$ cat config.mk
export PLATFORM = sky130hd
export DESIGN_NAME = bottomhalf_bus_initiator
export DESIGN_NICKNAME = d
export VERILOG_FILES = /design/src/rtl/bottomhalf_bus_pkg.sv /design/src/rtl/bus_phase_timer.sv /design/src/rtl/bottomhalf_bus_initiator.sv
export SDC_FILE = /design/constraint.sdc
export NUM_CORES = 1
export LEC_CHECK = 0
export ABC_AREA = 0
export CAP_MARGIN = 40
export CELL_PAD_IN_SITES_DETAIL_PLACEMENT = 1
export CELL_PAD_IN_SITES_GLOBAL_PLACEMENT = 1
export CORE_ASPECT_RATIO = 0.8
export CORE_MARGIN = 3
export CORE_UTILIZATION = 35
export CTS_CLUSTER_DIAMETER = 200
export DETAILED_ROUTE_END_ITERATION = 12
export PLACE_DENSITY_LB_ADDON = 0.1
export SYNTH_ARGS = -nofsm -noshare
export SYNTH_HDL_FRONTEND = slang
export SYNTH_SLANG_ARGS = --single-unit
$ cat constraint.sdc
create_clock -name osc -period 3.7 [get_ports osc]
set_input_delay 0.37 -clock osc [delete_from_list [all_inputs] [get_ports osc]]
set_output_delay 0.37 -clock osc [all_outputs]
set_load 0.005 [all_outputs]
$ cat src/rtl/bottomhalf_bus_pkg.sv
// Shared definitions for the bottom-half bus initiator.
//   - bh_state_e   : bus cycle sequencer states
//   - ADDR_OK_BIT  : address bit the target treats as "address OK"
//   - ID_*_ADDR    : identification register addresses on the target
//   - T_*_DEF      : default phase lengths in osc cycles
//   - phase_load() : counter reload value for a phase of N cycles
package bottomhalf_bus_pkg;

   typedef enum logic [2:0] {
      ST_IDLE,
      ST_ADDR,
      ST_AHOLD,
      ST_SETUP,
      ST_STROBE,
      ST_RECOVER
   } bh_state_e;

   localparam int ADDR_OK_BIT = 4;

   localparam logic [7:0] ID_MAJOR_LO_ADDR = 8'hFD;
   localparam logic [7:0] ID_MAJOR_HI_ADDR = 8'hFE;
   localparam logic [7:0] ID_MINOR_ADDR    = 8'hFF;

   localparam int unsigned T_ALE_DEF     = 2;
   localparam int unsigned T_AHOLD_DEF   = 1;
   localparam int unsigned T_SETUP_DEF   = 1;
   localparam int unsigned T_PULSE_DEF   = 3;
   localparam int unsigned T_RECOVER_DEF = 1;

   // A phase of N cycles runs the down-counter from N-1 to 0.
   function automatic logic [7:0] phase_load(input int unsigned cycles);
      return 8'(cycles - 1);
   endfunction

endpackage

$ cat src/rtl/bus_phase_timer.sv
// Loadable 8-bit down-counter timing one bus phase.
//   osc   in  clock
//   rst_n in  async active-low reset
//   load  in  load value into the counter this edge
//   value in  reload value (phase length minus one)
//   zero  out counter has reached its terminal count
module bus_phase_timer (
   input  logic       osc,
   input  logic       rst_n,
   input  logic       load,
   input  logic [7:0] value,
   output logic       zero
);

   logic [7:0] count;

   // Holds at zero between transactions instead of wrapping.
   always_ff @(posedge osc or negedge rst_n) begin
      if (!rst_n) begin
         count <= '0;
      end else if (load) begin
         count <= value;
      end else if (count != 8'd0) begin
         count <= count - 8'd1;
      end
   end

   assign zero = (count == 8'd0);

endmodule

$ cat src/rtl/bottomhalf_bus_initiator.sv
// Host-side initiator for the bottom-half parallel bus. Accepts one byte
// transaction over a valid/ready port and runs ALE, address hold, data
// setup, strobe and recovery phases; completion is a one-cycle rsp_valid.
//   osc, rst_n              clock, async active-low reset
//   req_valid/req_ready     request handshake
//   req_write/addr/wdata    transaction (wdata ignored for reads)
//   rsp_valid/rsp_rdata     completion pulse and read data (0 for writes)
//   bus_data_o/oe/i         bus data drive, enable and sampled value
//   bus_ale                 address latch enable
//   bus_write_n/bus_read_n  active-low strobes
//
// state      | meaning
// -----------+---------------------------------------------------------
// ST_IDLE    | no transaction; ready when reset has been released
// ST_ADDR    | ALE high, address driven
// ST_AHOLD   | ALE low, address still driven
// ST_SETUP   | write data driven (writes) or bus released (reads)
// ST_STROBE  | write_n or read_n low
// ST_RECOVER | strobes high; write data held, read bus released
module bottomhalf_bus_initiator
   import bottomhalf_bus_pkg::*;
#(
   parameter int unsigned T_ALE     = T_ALE_DEF,
   parameter int unsigned T_AHOLD   = T_AHOLD_DEF,
   parameter int unsigned T_SETUP   = T_SETUP_DEF,
   parameter int unsigned T_PULSE   = T_PULSE_DEF,
   parameter int unsigned T_RECOVER = T_RECOVER_DEF
) (
   input  logic       osc,
   input  logic       rst_n,
   input  logic       req_valid,
   output logic       req_ready,
   input  logic       req_write,
   input  logic [7:0] req_addr,
   input  logic [7:0] req_wdata,
   output logic       rsp_valid,
   output logic [7:0] rsp_rdata,
   output logic [7:0] bus_data_o,
   output logic       bus_data_oe,
   input  logic [7:0] bus_data_i,
   output logic       bus_ale,
   output logic       bus_write_n,
   output logic       bus_read_n
);

   bh_state_e  state, state_nxt;
   logic       armed;
   logic       req_fire;
   logic       timer_load;
   logic [7:0] timer_value;
   logic       timer_zero;
   logic       cap_write, write_nxt;
   logic [7:0] cap_addr, addr_nxt;
   logic [7:0] cap_wdata, wdata_nxt;
   logic [7:0] rd_sample;
   logic       rsp_nxt;
   logic       ale_nxt, write_n_nxt, read_n_nxt, oe_nxt;
   logic [7:0] data_nxt;

   // armed keeps ready low until the first edge after reset release.
   assign req_ready = armed && (state == ST_IDLE);
   assign req_fire  = req_valid && req_ready;

   // Outputs are decoded from the next state so they can be registered
   // and still line up with the state they belong to.
   assign write_nxt = req_fire ? req_write : cap_write;
   assign addr_nxt  = req_fire ? req_addr  : cap_addr;
   assign wdata_nxt = req_fire ? req_wdata : cap_wdata;

   bus_phase_timer u_timer (
      .osc   (osc),
      .rst_n (rst_n),
      .load  (timer_load),
      .value (timer_value),
      .zero  (timer_zero)
   );

   always_ff @(posedge osc or negedge rst_n) begin
      if (!rst_n) begin
         state <= ST_IDLE;
      end else begin
         state <= state_nxt;
      end
   end

   always_comb begin
      state_nxt   = state;
      timer_load  = 1'b0;
      timer_value = '0;
      rsp_nxt     = 1'b0;
      ale_nxt     = 1'b0;
      write_n_nxt = 1'b1;
      read_n_nxt  = 1'b1;
      oe_nxt      = 1'b0;
      data_nxt    = '0;

      case (state)
         ST_IDLE: begin
            if (req_fire) begin
               state_nxt   = ST_ADDR;
               timer_load  = 1'b1;
               timer_value = phase_load(T_ALE);
            end
         end
         ST_ADDR: begin
            if (timer_zero) begin
               state_nxt   = ST_AHOLD;
               timer_load  = 1'b1;
               timer_value = phase_load(T_AHOLD);
            end
         end
         ST_AHOLD: begin
            if (timer_zero) begin
               state_nxt   = ST_SETUP;
               timer_load  = 1'b1;
               timer_value = phase_load(T_SETUP);
            end
         end
         ST_SETUP: begin
            if (timer_zero) begin
               state_nxt   = ST_STROBE;
               timer_load  = 1'b1;
               timer_value = phase_load(T_PULSE);
            end
         end
         ST_STROBE: begin
            if (timer_zero) begin
               state_nxt   = ST_RECOVER;
               timer_load  = 1'b1;
               timer_value = phase_load(T_RECOVER);
            end
         end
         ST_RECOVER: begin
            if (timer_zero) begin
               state_nxt = ST_IDLE;
               rsp_nxt   = 1'b1;
            end
         end
         default: state_nxt = ST_IDLE;
      endcase

      case (state_nxt)
         ST_ADDR: begin
            ale_nxt  = 1'b1;
            oe_nxt   = 1'b1;
            data_nxt = addr_nxt;
         end
         ST_AHOLD: begin
            oe_nxt   = 1'b1;
            data_nxt = addr_nxt;
         end
         ST_SETUP, ST_RECOVER: begin
            if (write_nxt) begin
               oe_nxt   = 1'b1;
               data_nxt = wdata_nxt;
            end
         end
         ST_STROBE: begin
            if (write_nxt) begin
               oe_nxt      = 1'b1;
               data_nxt    = wdata_nxt;
               write_n_nxt = 1'b0;
            end else begin
               read_n_nxt  = 1'b0;
            end
         end
         default: ;
      endcase
   end

   always_ff @(posedge osc or negedge rst_n) begin
      if (!rst_n) begin
         armed       <= 1'b0;
         cap_write   <= 1'b0;
         cap_addr    <= '0;
         cap_wdata   <= '0;
         rd_sample   <= '0;
         rsp_valid   <= 1'b0;
         rsp_rdata   <= '0;
         bus_ale     <= 1'b0;
         bus_write_n <= 1'b1;
         bus_read_n  <= 1'b1;
         bus_data_oe <= 1'b0;
         bus_data_o  <= '0;
      end else begin
         armed     <= 1'b1;
         cap_write <= write_nxt;
         cap_addr  <= addr_nxt;
         cap_wdata <= wdata_nxt;
         // Capture on the edge closing the last strobe cycle while the
         // target is still driving; published only at completion.
         if (state == ST_STROBE && timer_zero && !cap_write) begin
            rd_sample <= bus_data_i;
         end
         rsp_valid <= rsp_nxt;
         if (rsp_nxt) begin
            rsp_rdata <= cap_write ? 8'h00 : rd_sample;
         end
         bus_ale     <= ale_nxt;
         bus_write_n <= write_n_nxt;
         bus_read_n  <= read_n_nxt;
         bus_data_oe <= oe_nxt;
         bus_data_o  <= data_nxt;
      end
   end

endmodule

==> impl_metrics.yaml <==
setup_path:
  criticalPathCategory: "reg2reg"
  slowest_stage: "nor4_1"
  cp.required_ps: 3950
  endpoint_kind: "register"
  crit_chain: "nor4_1 > nand2_1 > o22a_1 > or2_2"
  r2r_cells: 4
  path_buf_inv: 0
  r2r-start: "u_timer.count[5]"
  cp_top_family: "simple AND/OR/NAND/NOR gates"
  rrSetupSlack_ps: 1370
  startpoint_type: "register"
  r2r-end: "bus_write_n"
  crit_path_max_incr_delay_ps: 830
  crit_arrival_ps: 2580
  cp_max_fo: 6
sta:
  setup_viol: 0
  hold_violations: 0
  hold_ws_ps: 13.0
  timing.final.crit_share: 0.629
  fin_skew_ps: 9.71
  clock.fmax_ghz: 0.430
  rsz0062_at_grt: "no"
  relSlewSlack: 0.374
  min_period_ps: 2330
  max_slew.worst_pin.slew_ps: 930
  slew_violations: 0
  setup_tns_ps: 0
floorplan:
  dieArea_um2: 8080
  initial_core_util: 0.373
  dieWidth_um: 99.8
  rows: 26
  coreArea_um2: 6600
  die_y_um: 81
  io_pins: 50
drt:
  num_vias: 1719
  drc: 0
  ant_nets: 0
  drt_iter0_markers: 44
  wl_per_cell_um: 14.8
  vias_per_cell: 4.86
  wl_um: 5240
  firstDrtPassIters: 4
finish:
  fin_nets: 294
  multiInputGateArea_um2: 870
  area_growth_pct: 31.7
  drive_above_1_share: 0.148
  antenna_cells: 0
  register_area_um2: 1450
  fill_cells: 701
power_and_ir_drop:
  ir_drop_uv: 257
  finalPower_w: 0.00236
  power.density_nw_per_um2: 729
  p_leak_nw: 1.56
global_routing:
  grt_pass1_wl_um: 8860
  track_usage: 0.146
  overflow: 0
  grt_max_degree: 37
  antenna_found_initial: 0
  grt_pass1_vias: 1736
place:
  dpl.hpwl_um: 3710
  gp_congestion: 0.768
  io_buffer_count: 49
yosys:
  synth-seq-cells: 58
  syn_avg_cell_area_um2: 11.6
  syn_inst: 212
  synth_edf_count: 0
  synth_area_um2: 2460
  synth_ff_type: "dfrtp_1"
  yosysWarningCount: 0
  syn_nets: 241
  synth-async-reset-ratio: 1.00
  synth_top_cell_by_area: "dfrtp_1"
  synth_area_leaders: "dfrtp_1 (57%), mux2i_1 (6.9%), mux2_2 (4.1%), inv_1 (3.5%), nand2b_1 (2.8%)"
  yosysMostFrequentCell: "dfrtp_1"
  ys_seq_area_frac: 0.591
  synth_top_area_share: 0.569
  netlist_top_cells_count: "dfrtp_1 (56), inv_1 (23), mux2i_1 (17), nand2_1 (15), nand2b_1 (11)"
  synth_cell_type_count: 44
clock_tree:
  cts-resized-gates: 0
  h-tree-depth: 3
  hold_buffers: 0
  clock_path_buffers: 2
  post-cts-setup-buffers: 0
  cts_buffers: 9
  cts_tree: "yes"
  clock_latency_ps: 330
  path_clk_slew_ps: 70
  cts.sinks: 58
  cts_root_buffer: "clkbuf_8"
job:
  cap_violations: 0
run_status:
  status: "finished clean"
worst_hold_path:
  hold_path_class: "in2async"
==> routing by layer <==
metal  global-route usage  wire length [um]
met2                0.208              2280
met1                0.202              2570
met3               0.0678               337
met4               0.0368                44
met5                    0                 0
==> power breakdown <==
group	switching, W	total (W)	leakage (nW)	internal, W
clock	0.000251	0.000649	0.109	0.000398
combinational	0.000368	0.000732	0.752	0.000364
sequential	0.000140	0.000980	0.702	0.000840
total	0.000759	0.00236	1.56	0.00160
==> through the flow <==
stage / setup WS, ps / cell area, um^2 / utilization / std cells
after CTS: 1350 / 3240 / 0.491 / 354
after detailed placement: 1380 / 3020 / 0.457 / 338
after global placement: 1420 / 3020 / 0.457 / 338
final: 1370 / 3240 / 0.491 / 354
after global routing: 1110 / 3240 / 0.491 / 354
after floorplan: 1500 / 2460 / - / 212
==> cell type report <==
class | instances | share of cell area
Clock buffer | 10 | 0.0425
Clock inverter | 6 | 0.0274
Inverter | 23 | 0.0266
Multi-Input combinational cell | 122 | 0.268
Sequential cell | 58 | 0.448
Tap cell | 84 | 0.0324
Timing Repair Buffer | 51 | 0.154
==> cell usage in the layout, fill, tap and decap left out, types with 2 or more instances in the layout <==
cell | synthesis | layout
a2111oi_0 | 2 | 2
mux2_2 | 9 | 9
nand2b_1 | 11 | 11
clkdlybuf4s50_1 | 0 | 48
or4_4 | 2 | 2
mux2i_1 | 17 | 17
nor3b_1 | 2 | 2
a21oi_1 | 4 | 4
dfstp_2 | 2 | 2
o21ai_0 | 2 | 2
inv_1 | 23 | 23
clkbuf_8 | 0 | 10
xor2_1 | 4 | 4
nor2_1 | 10 | 10
or2_2 | 2 | 2
o21ai_1 | 7 | 7
xnor2_1 | 2 | 2
dfrtp_1 | 56 | 56
buf_4 | 0 | 2
nor3_1 | 3 | 3
o22ai_1 | 9 | 9
bufinv_16 | 0 | 2
clkinvlp_4 | 0 | 2
nand2_1 | 15 | 15
==> registers in the layout (all words and copies together), names as in the netlist <==
name,count
rsp_rdata,8
armed,1
bus_read_n,1
rd_sample,8
bus_data_o,8
state,3
rsp_valid,1
bus_ale,1
cap_addr,8
cap_write,1
cap_wdata,8
u_timer.count,8
bus_write_n,1
bus_data_oe,1
==> kinds of logic after synthesis <==
| group | after synthesis | synth area share |
|---|---|---|
| adders and majority gates | 1 | 0.00508 |
| xor gates and xnor gates | 6 | 0.0214 |
| AOI/OAI and AO/OA | 35 | 0.0966 |
| and+or+nand+nor | 53 | 0.118 |
| other | 1 | 0.00152 |
| DFF | 58 | 0.591 |
| muxes | 26 | 0.110 |
| buffers and inverters | 32 | 0.0559 |
==> worst register-to-register path: stages, from the launching register on <==
cell	delay, ps
dfrtp_1	440
nor4_1	830
nand2_1	380
o22a_1	330
or2_2	270
==> how the worst max path moves through the flow <==
| stage | from | cells past startpoint | end |
|---|---|---|---|
| detailed placement | u_timer.count[5] | 4 | bus_data_o[7] |
| floorplan | u_timer.count[0] | 9 | rsp_rdata[7] |
| CTS | u_timer.count[5] | 4 | bus_data_o[7] |
| finish | u_timer.count[5] | 4 | bus_write_n |
| global placement | u_timer.count[0] | 6 | rd_sample[2] |
| global route | u_timer.count[5] | 4 | bus_data_o[7] |
Power figures use the tool's default switching activity.
